[src/rtl/plan_logit_if.sv]
// Streaming bus for the PLAN inverse: probability in, pre-activation out.
interface plan_logit_if #(
  parameter int W = 16
);
  logic         in_valid;
  logic         in_ready;
  logic [W-1:0] y;
  logic         out_valid;
  logic         out_ready;
  logic [W-1:0] x;
  logic         sat;

  // Block side: consumes y, produces x/sat.
  modport slave (
    input  in_valid, y, out_ready,
    output in_ready, out_valid, x, sat
  );

  // Driver/consumer side.
  modport master (
    output in_valid, y, out_ready,
    input  in_ready, out_valid, x, sat
  );
endinterface

[src/rtl/plan_logit.sv]
// Inverse PLAN sigmoid: unsigned Q4.12 probability -> signed Q4.12 pre-activation.
// Three-stage pipeline (fold, segment select, scale/sign) with a single
// global advance signal, so the whole pipe either moves or holds.
module plan_logit #(
  parameter int W     = 16,
  parameter int FRAC  = 12,
  parameter int XSAT  = 20480
) (
  input  logic            clk,
  input  logic            rst,
  input  logic            en,
  plan_logit_if.slave     bus
);

  localparam logic [W-1:0] ONE   = W'(1 << FRAC);        // 1.0
  localparam logic [W-1:0] HALF  = W'(1 << (FRAC - 1));  // 0.5
  // Segment limits and offsets on the folded probability m in [0.5, 1.0].
  localparam logic [W-1:0] SEG2_LO = W'(3072);
  localparam logic [W-1:0] SEG3_LO = W'(3776);
  localparam logic [W-1:0] OFF1    = W'(2048);
  localparam logic [W-1:0] OFF2    = W'(2560);
  localparam logic [W-1:0] OFF3    = W'(3456);
  localparam logic [W:0]   XSAT_W  = (W+1)'(XSAT);

  // Stage 1 registers
  logic         v1_q, v1_d;
  logic         neg1_q, neg1_d;
  logic         isat1_q, isat1_d;
  logic [W-1:0] m1_q, m1_d;
  // Stage 2 registers
  logic         v2_q, v2_d;
  logic         neg2_q, neg2_d;
  logic         isat2_q, isat2_d;
  logic         ssat2_q, ssat2_d;
  logic [W-1:0] d2_q, d2_d;
  logic [2:0]   sh2_q, sh2_d;
  // Stage 3 / output registers
  logic         v3_q, v3_d;
  logic [W-1:0] x_q, x_d;
  logic         sat_q, sat_d;

  logic         adv;
  logic [W-1:0] yc;
  logic [W:0]   mag;

  assign adv           = en & (~v3_q | bus.out_ready);
  assign bus.in_ready  = adv;
  assign bus.out_valid = v3_q;
  assign bus.x         = x_q;
  assign bus.sat       = sat_q;

  // Next-state for all three stages; everything holds unless the pipe advances.
  always_comb begin
    v1_d    = v1_q;
    neg1_d  = neg1_q;
    isat1_d = isat1_q;
    m1_d    = m1_q;
    v2_d    = v2_q;
    neg2_d  = neg2_q;
    isat2_d = isat2_q;
    ssat2_d = ssat2_q;
    d2_d    = d2_q;
    sh2_d   = sh2_q;
    v3_d    = v3_q;
    x_d     = x_q;
    sat_d   = sat_q;
    yc      = (bus.y > ONE) ? ONE : bus.y;
    mag     = ssat2_q ? XSAT_W : ({1'b0, d2_q} << sh2_q);

    if (adv) begin
      // Stage 1: clamp, then fold the lower half onto [0.5, 1.0] by symmetry.
      v1_d    = bus.in_valid;
      isat1_d = (bus.y > ONE);
      neg1_d  = (yc < HALF);
      m1_d    = (yc < HALF) ? (ONE - yc) : yc;

      // Stage 2: pick the linear segment; m == 1.0 has no finite inverse.
      v2_d    = v1_q;
      neg2_d  = neg1_q;
      isat2_d = isat1_q;
      ssat2_d = 1'b0;
      if (m1_q >= ONE) begin
        ssat2_d = 1'b1;
        d2_d    = '0;
        sh2_d   = 3'd0;
      end else if (m1_q < SEG2_LO) begin
        d2_d    = m1_q - OFF1;
        sh2_d   = 3'd2;
      end else if (m1_q < SEG3_LO) begin
        d2_d    = m1_q - OFF2;
        sh2_d   = 3'd3;
      end else begin
        d2_d    = m1_q - OFF3;
        sh2_d   = 3'd5;
      end

      // Stage 3: scale and restore sign; only real data updates the output.
      v3_d = v2_q;
      if (v2_q) begin
        x_d   = W'(neg2_q ? ((W+1)'(0) - mag) : mag);
        sat_d = isat2_q | ssat2_q;
      end
    end
  end

  // Pipeline registers with synchronous reset taking priority over everything.
  always_ff @(posedge clk) begin
    if (rst) begin
      v1_q    <= 1'b0;
      neg1_q  <= 1'b0;
      isat1_q <= 1'b0;
      m1_q    <= '0;
      v2_q    <= 1'b0;
      neg2_q  <= 1'b0;
      isat2_q <= 1'b0;
      ssat2_q <= 1'b0;
      d2_q    <= '0;
      sh2_q   <= 3'd0;
      v3_q    <= 1'b0;
      x_q     <= '0;
      sat_q   <= 1'b0;
    end else begin
      v1_q    <= v1_d;
      neg1_q  <= neg1_d;
      isat1_q <= isat1_d;
      m1_q    <= m1_d;
      v2_q    <= v2_d;
      neg2_q  <= neg2_d;
      isat2_q <= isat2_d;
      ssat2_q <= ssat2_d;
      d2_q    <= d2_d;
      sh2_q   <= sh2_d;
      v3_q    <= v3_d;
      x_q     <= x_d;
      sat_q   <= sat_d;
    end
  end

endmodule
[src/flat_wrapper.sv]
// flat-port wrapper written by rule: the top's interface ports become plain ports
module plan_logit_flat 
#(
  parameter int W     = 16,
  parameter int FRAC  = 12,
  parameter int XSAT  = 20480
)
  (clk, rst, en, bus_in_valid, bus_y, bus_out_ready, bus_in_ready, bus_out_valid, bus_x, bus_sat);
  plan_logit_if #(.W(W)) bus_i ();
  input  logic clk;
  input  logic rst;
  input  logic en;
  input wire logic [$bits(bus_i.in_valid)-1:0] bus_in_valid;
  input wire logic [$bits(bus_i.y)-1:0] bus_y;
  input wire logic [$bits(bus_i.out_ready)-1:0] bus_out_ready;
  output wire logic [$bits(bus_i.in_ready)-1:0] bus_in_ready;
  output wire logic [$bits(bus_i.out_valid)-1:0] bus_out_valid;
  output wire logic [$bits(bus_i.x)-1:0] bus_x;
  output wire logic [$bits(bus_i.sat)-1:0] bus_sat;
  assign bus_i.in_valid = bus_in_valid;
  assign bus_i.y = bus_y;
  assign bus_i.out_ready = bus_out_ready;
  assign bus_in_ready = bus_i.in_ready;
  assign bus_out_valid = bus_i.out_valid;
  assign bus_x = bus_i.x;
  assign bus_sat = bus_i.sat;
  plan_logit #(.W(W), .FRAC(FRAC), .XSAT(XSAT)) u_core (.clk(clk), .rst(rst), .en(en), .bus(bus_i));
endmodule
[config.mk]
export PLATFORM = sky130hd
export DESIGN_NAME = plan_logit_flat
export DESIGN_NICKNAME = d
export VERILOG_FILES = /design/src/rtl/plan_logit_if.sv /design/src/rtl/plan_logit.sv /design/src/flat_wrapper.sv
export SDC_FILE = /design/constraint.sdc
export NUM_CORES = 1
export LEC_CHECK = 0
export ABC_AREA = 1
export CAP_MARGIN = 20
export CORE_MARGIN = 8
export CORE_UTILIZATION = 57
export DETAILED_ROUTE_END_ITERATION = 7
export GPL_TIMING_DRIVEN = 0
export MAX_ROUTING_LAYER = met4
export PLACE_DENSITY = 0.86
export REMOVE_ABC_BUFFERS = 1
export SYNTH_ARGS = -nofsm -noshare
export SYNTH_HDL_FRONTEND = slang
export SYNTH_SLANG_ARGS = --single-unit
[constraint.sdc]
create_clock -name clk -period 2.2 [get_ports clk]
set_input_delay 0.33 -clock clk [delete_from_list [all_inputs] [get_ports clk]]
set_output_delay 0.33 -clock clk [all_outputs]
set_load 0.02 [all_outputs]
## After elaboration in Yosys (flattened, before gate mapping)

Cells that the tools add are included.

| cells by class | value |
|---|---|
| $add $sub $neg | 5 |
| order comparisons | 5 |
| shift-type cells | 1 |
| mux-type cells | 11 |
| bitwise logic cells | 4 |
| reduce and logical (&&, ||, !) cells | 1 |

Operators with widths:

| operator | number |
|---|---|
| $mux W16 | 7 |
| $lt A16 B12 Y1 const B | 3 |
| $sub A16 B12 Y16 const B | 3 |
| $ge A16 B13 Y1 const B | 1 |
| $gt A16 B13 Y1 const B | 1 |
| $shl A16 B3 Y16 | 1 |
| $sub A1 B16 Y16 const A | 1 |
| $sub A13 B16 Y16 const A | 1 |
| $mux W3 | 3 |
| $or A1 B1 Y1 | 2 |
| $reduce_and A2 Y1 | 1 |
| $and A1 B1 Y1 | 1 |
| $mux W1 | 1 |
| $not A1 Y1 | 1 |

| storage, ports and cells | value |
|---|---|
| register bits | 60 |
| input port bits | 21 |
| word-level logic and storage cells | 40 |

## Depth between registers and ports, before layout

| logic depth | value |
|---|---|
| depth after elaboration | 4 |
| mapped depth | 16 |

## Least setup slack after synthesis

OpenSTA, ideal clock, no wires.

| timing | value |
|---|---|
| kind | in2reg |
| start | input port bus_y[14] |
| end | register u_core.m1_q[8] |
| arrival | 1713 ps |
| slack | 349 ps |
| cell stages on the path | 13 |
| path through | nor2_1 > nand2_1 > or2_4 > nand2_1 > buf_4 > nand2_1 > ha_1 > inv_1 > nor2_1 > nand2_1 > nand2_1 > xor2_1 > a21oi_1 |

| on the way | value |
|---|---|
| longest elaborated chain between the ends | 4 |

RTL lines:

| element | line | source |
|---|---|---|
| start: declaration | flat_wrapper.sv:14 | `input wire logic [$bits(bus_i.y)-1:0] bus_y;` |
| $gt A16 B13 Y1 | plan_logit.sv:67 | `yc = (bus.y > ONE) ? ONE : bus.y;` |
| $mux W16 * | plan_logit.sv:67 |  |
| $sub A13 B16 Y16 or $lt A16 B12 Y1 (tied branches) | plan_logit.sv:75 | `m1_d = (yc < HALF) ? (ONE - yc) : yc;` |
| $mux W16 * | plan_logit.sv:75 |  |
| end signal: assignment | plan_logit.sv:126 | `m1_q <= m1_d;` |
| end: declaration | plan_logit.sv:29 | `logic [W-1:0] m1_q, m1_d;` |

Every way passes the cells marked *; elsewhere a longest branch is shown, timed or not.
A chain may end at the register's enable or synchronous reset.

## Final worst setup path

| timing | value |
|---|---|
| start | input port bus_out_ready |
| end | register u_core.x_q[4], in the netlist u_core.bus.x[4] |

| on the way | value |
|---|---|
| longest elaborated chain between the ends | 3 |

RTL lines:

| element | line | source |
|---|---|---|
| start: declaration | flat_wrapper.sv:15 | `input wire logic [$bits(bus_i.out_ready)-1:0] bus_out_ready;` |
| $or A1 B1 Y1 | plan_logit.sv:46 | `assign adv = en & (~v3_q \| bus.out_ready);` |
| $and A1 B1 Y1 | plan_logit.sv:46 |  |
| $reduce_and A2 Y1 (no source line) | n/a |  |
| end signal: assignment | plan_logit.sv:120 | `x_q <= '0;` |
| end signal: assignment | plan_logit.sv:134 | `x_q <= x_d;` |
| end: declaration | plan_logit.sv:39 | `logic [W-1:0] x_q, x_d;` |

Every way passes these cells.

==> impl_metrics.csv <==
group,metric,value,unit
outcome,outcome,"finished clean",
clock_network,h-tree-depth,3,
global_route,grt-ovfl-total,0,
setup_path,ff2ff_path_depth,13,
job,max_cap_violations,0,
global_route,antenna_found_initial,0,
clock_network,cts_tree,"yes",
layout,fin_cells,675,
clock_network,cts.path.max_buffers,2,
layout,nets,622,
logic_synthesis,syn_avg_cell_area,6.71,um^2
setup_path,arrival,2.33,ns
floorplanning,core_area,6350,um^2
floorplanning,num_rows,29,
layout,area_growth,18.6,%
logic_synthesis,async_flop_share,0,
layout,drive_above_1_share,0.142,
logic_synthesis,synth_cell_types,36,
setup_path,timing.reg2reg.setup_slack,0.16,ns
layout,utilization,0.702,
sta,tns,0,ns
global_route,grt_max_degree,33,
drt,via_count,3810,
setup_path,end_kind,"flip-flop",
setup_path,crit_fanout,32,
drt,wl_met3,453,um
logic_synthesis,synth_seq_area_share,0.320,
drt,drt_iter0_drc,222,
pwr,p_per_area,657,nW/um^2
drt,drcViolationCount,0,
sta,fin_skew,0.0106,ns
floorplanning,die_area,9450,um^2
sta,fmax,0.476,GHz
logic_synthesis,synth_top_flop_cell,"dfxtp_1",
sta,worst_slew_pin_slew,0.734,ns
clock_network,cts_sinks,60,
layout,fill_cells,531,
sta,final-hold-violation-count,0,
drt,wl_per_cell,13.7,um
sta,maxSlewHeadroom,0.508,
setup_path,cpLargestDelayFamily,"buffers and inverters",
pwr,p_leak,1.96,nW
setup_path,critPathMaxStageDelay,0.40,ns
hold_path,hp-class,"input pin to flip-flop",
setup_path,setup.worst_path.start,"bus_out_ready",
logic_synthesis,syn_inst,560,
setup_path,path_buf_inv,4,
layout,most-common-layout-cells,"nand2_1, dfxtp_1, nand3_1",
global_route,grt_pass1_wl,15400,um
clock_network,cts_buffers,9,
drt,drtAntennaViolNets,0,
hold_path,min-delay-start,"bus_y[9]",
layout,final_common_cell,"nand2_1",
logic_synthesis,synth_area,3760,um^2
sta,slew_violations,0,
sta,setup_viol,0,
setup_path,start_kind,"input pin",
floorplanning,fp.dieW,97.2,um
drt,vias_per_cell,5.64,
setup_path,crit_type,"input pin to flip-flop",
logic_synthesis,synth_seq_cells,60,
clock_network,clk_latency,0.34,ns
sta,fin_crit,2.10,ns
floorplanning,pin_count,40,
floorplanning,start_util,0.592,
placement,dp_cells,648,
global_route,grt_use_total,0.193,
clock_network,clockRootBuffer,"clkbuf_8",
setup_path,path_cells,"clkdlybuf4s50_1 -> inv_1 -> nand2_1 -> nand2_8 -> clkinvlp_4 -> nand2_1 -> clkinvlp_4 -> o21ai_0 -> a21oi_1",
setup_path,critical_path.slowest_cell,"clkdlybuf4s50_1",
drt,routed_wl,9260,um
logic_synthesis,synth_warnings,0,
drt,first_pass_iters,7,
floorplanning,die_h,97.2,um
logic_synthesis,synth_edf_count,0,
drt,highest_layer,"met4",
pwr,ir_worst_vdd,465,uV
placement,io_buffers,39,
drt,wl_met1,3920,um
global_route,grt_pass1_vias,3518,
setup_path,cp.required,2.43,ns
setup_path,r2r-start,"u_core.sh2_q[0]",
setup_path,crit_cells,9,
placement,gp_congestion,0.850,
placement,hpwl,6030,um
setup_path,cp-endpoint,"u_core.bus.x[4]",
setup_path,timing.rr.end,"u_core.bus.x[12]",
sta,finalCritPeriodShare,0.955,
drt,wl_met2,4740,um
layout,n_antenna_cell,0,
clock_network,clkTransAtPathRegs,0.07,ns
final cells by class:
type	count	area (um^2)	share of cell area
Clock buffer	9	124	0.0278
Clock inverter	7	101	0.0227
Inverter	54	219	0.0491
Multi-Input combinational cell	418	2230	0.501
Sequential cell	60	1210	0.271
Tap cell	77	96.3	0.0216
Timing Repair Buffer	46	452	0.101
Timing Repair inverter	4	25.0	0.00561
how the worst min path moves through the flow:
stage	end	slack, ns	cells after the start
4_1_cts	u_core.m1_q[15]	0.45	2
3_5_place_dp	u_core.m1_q[15]	0.44	2
3_3_place_gp	u_core.m1_q[14]	0.43	2
5_1_grt	u_core.m1_q[15]	0.47	2
2_1_floorplan	u_core.bus.out_valid	0.40	1
6_report	u_core.m1_q[9]	0.43	4
tightest hold or removal path, stage by stage:
cell            delay (ns)
dlymetal6s2s_1        0.15
nand2_1               0.09
xnor2_1               0.07
a21oi_1               0.10
synth_stat cells (all sizes together), types with 8 or more instances:
cell	count	area share
ha	8	0.027
nor2	59	0.070
dfxtp	60	0.32
clkbuf	17	0.017
buf	11	0.025
nand4	9	0.015
inv	54	0.055
nand3	68	0.11
nand2	138	0.15
a21oi	41	0.056
a22oi	8	0.016
o21ai	49	0.067
registers in the layout (all words and copies together) (netlist names):
register	flops
u_core.neg1_q	1
u_core.ssat2_q	1
u_core.m1_q	16
u_core.d2_q	16
u_core.bus.x	16
u_core.v2_q	1
u_core.bus.out_valid	1
u_core.neg2_q	1
u_core.sh2_q	3
u_core.isat1_q	1
u_core.isat2_q	1
u_core.bus.sat	1
u_core.v1_q	1
timing repair:
item                                    in CTS  in global routing
gates resized for setup                     11                 19
endpoints found under the setup margin      60                 25
setup buffers                                2                  5
pin swaps                                    1                  5
hold buffers                                 0                  0
gates cloned                                 3                  1
where the power goes:
part,internal (mW),switching [mW]
Combinational,0.236,0.390
Sequential,1.14,0.0531
Clock,0.642,0.463
cells by family after synthesis:
kind of cell    count (synthesis)  synth area share
xor+xnor                       14            0.0326
compound gates                114             0.171
buf+inv                        82            0.0972
flops                          60             0.320
simple gates                  282             0.353
fa+ha+maj                       8            0.0266
metal layers:
metal | vias up | GRT usage
met5 | - | -
met4 | 0 | 0.0722
met3 | 17 | 0.0391
met2 | 124 | 0.337
met1 | 1730 | 0.211
li1 | 1939 | -
stage by stage:
step | hold WS, ns | power (mW) | worst slack (ns) | cell area [um^2]
floorplan | 0.399 | 1.63 | -0.656 | 3600
global placement | 0.432 | 1.79 | -1.75 | 4090
detailed placement | 0.438 | 1.81 | -1.84 | 4090
CTS | 0.449 | 2.93 | 0.0159 | 4380
global route | 0.474 | 3.07 | -0.0477 | 4460
finish | 0.434 | 2.93 | 0.0982 | 4460
Note: power is estimated with default switching activity, not from simulation.
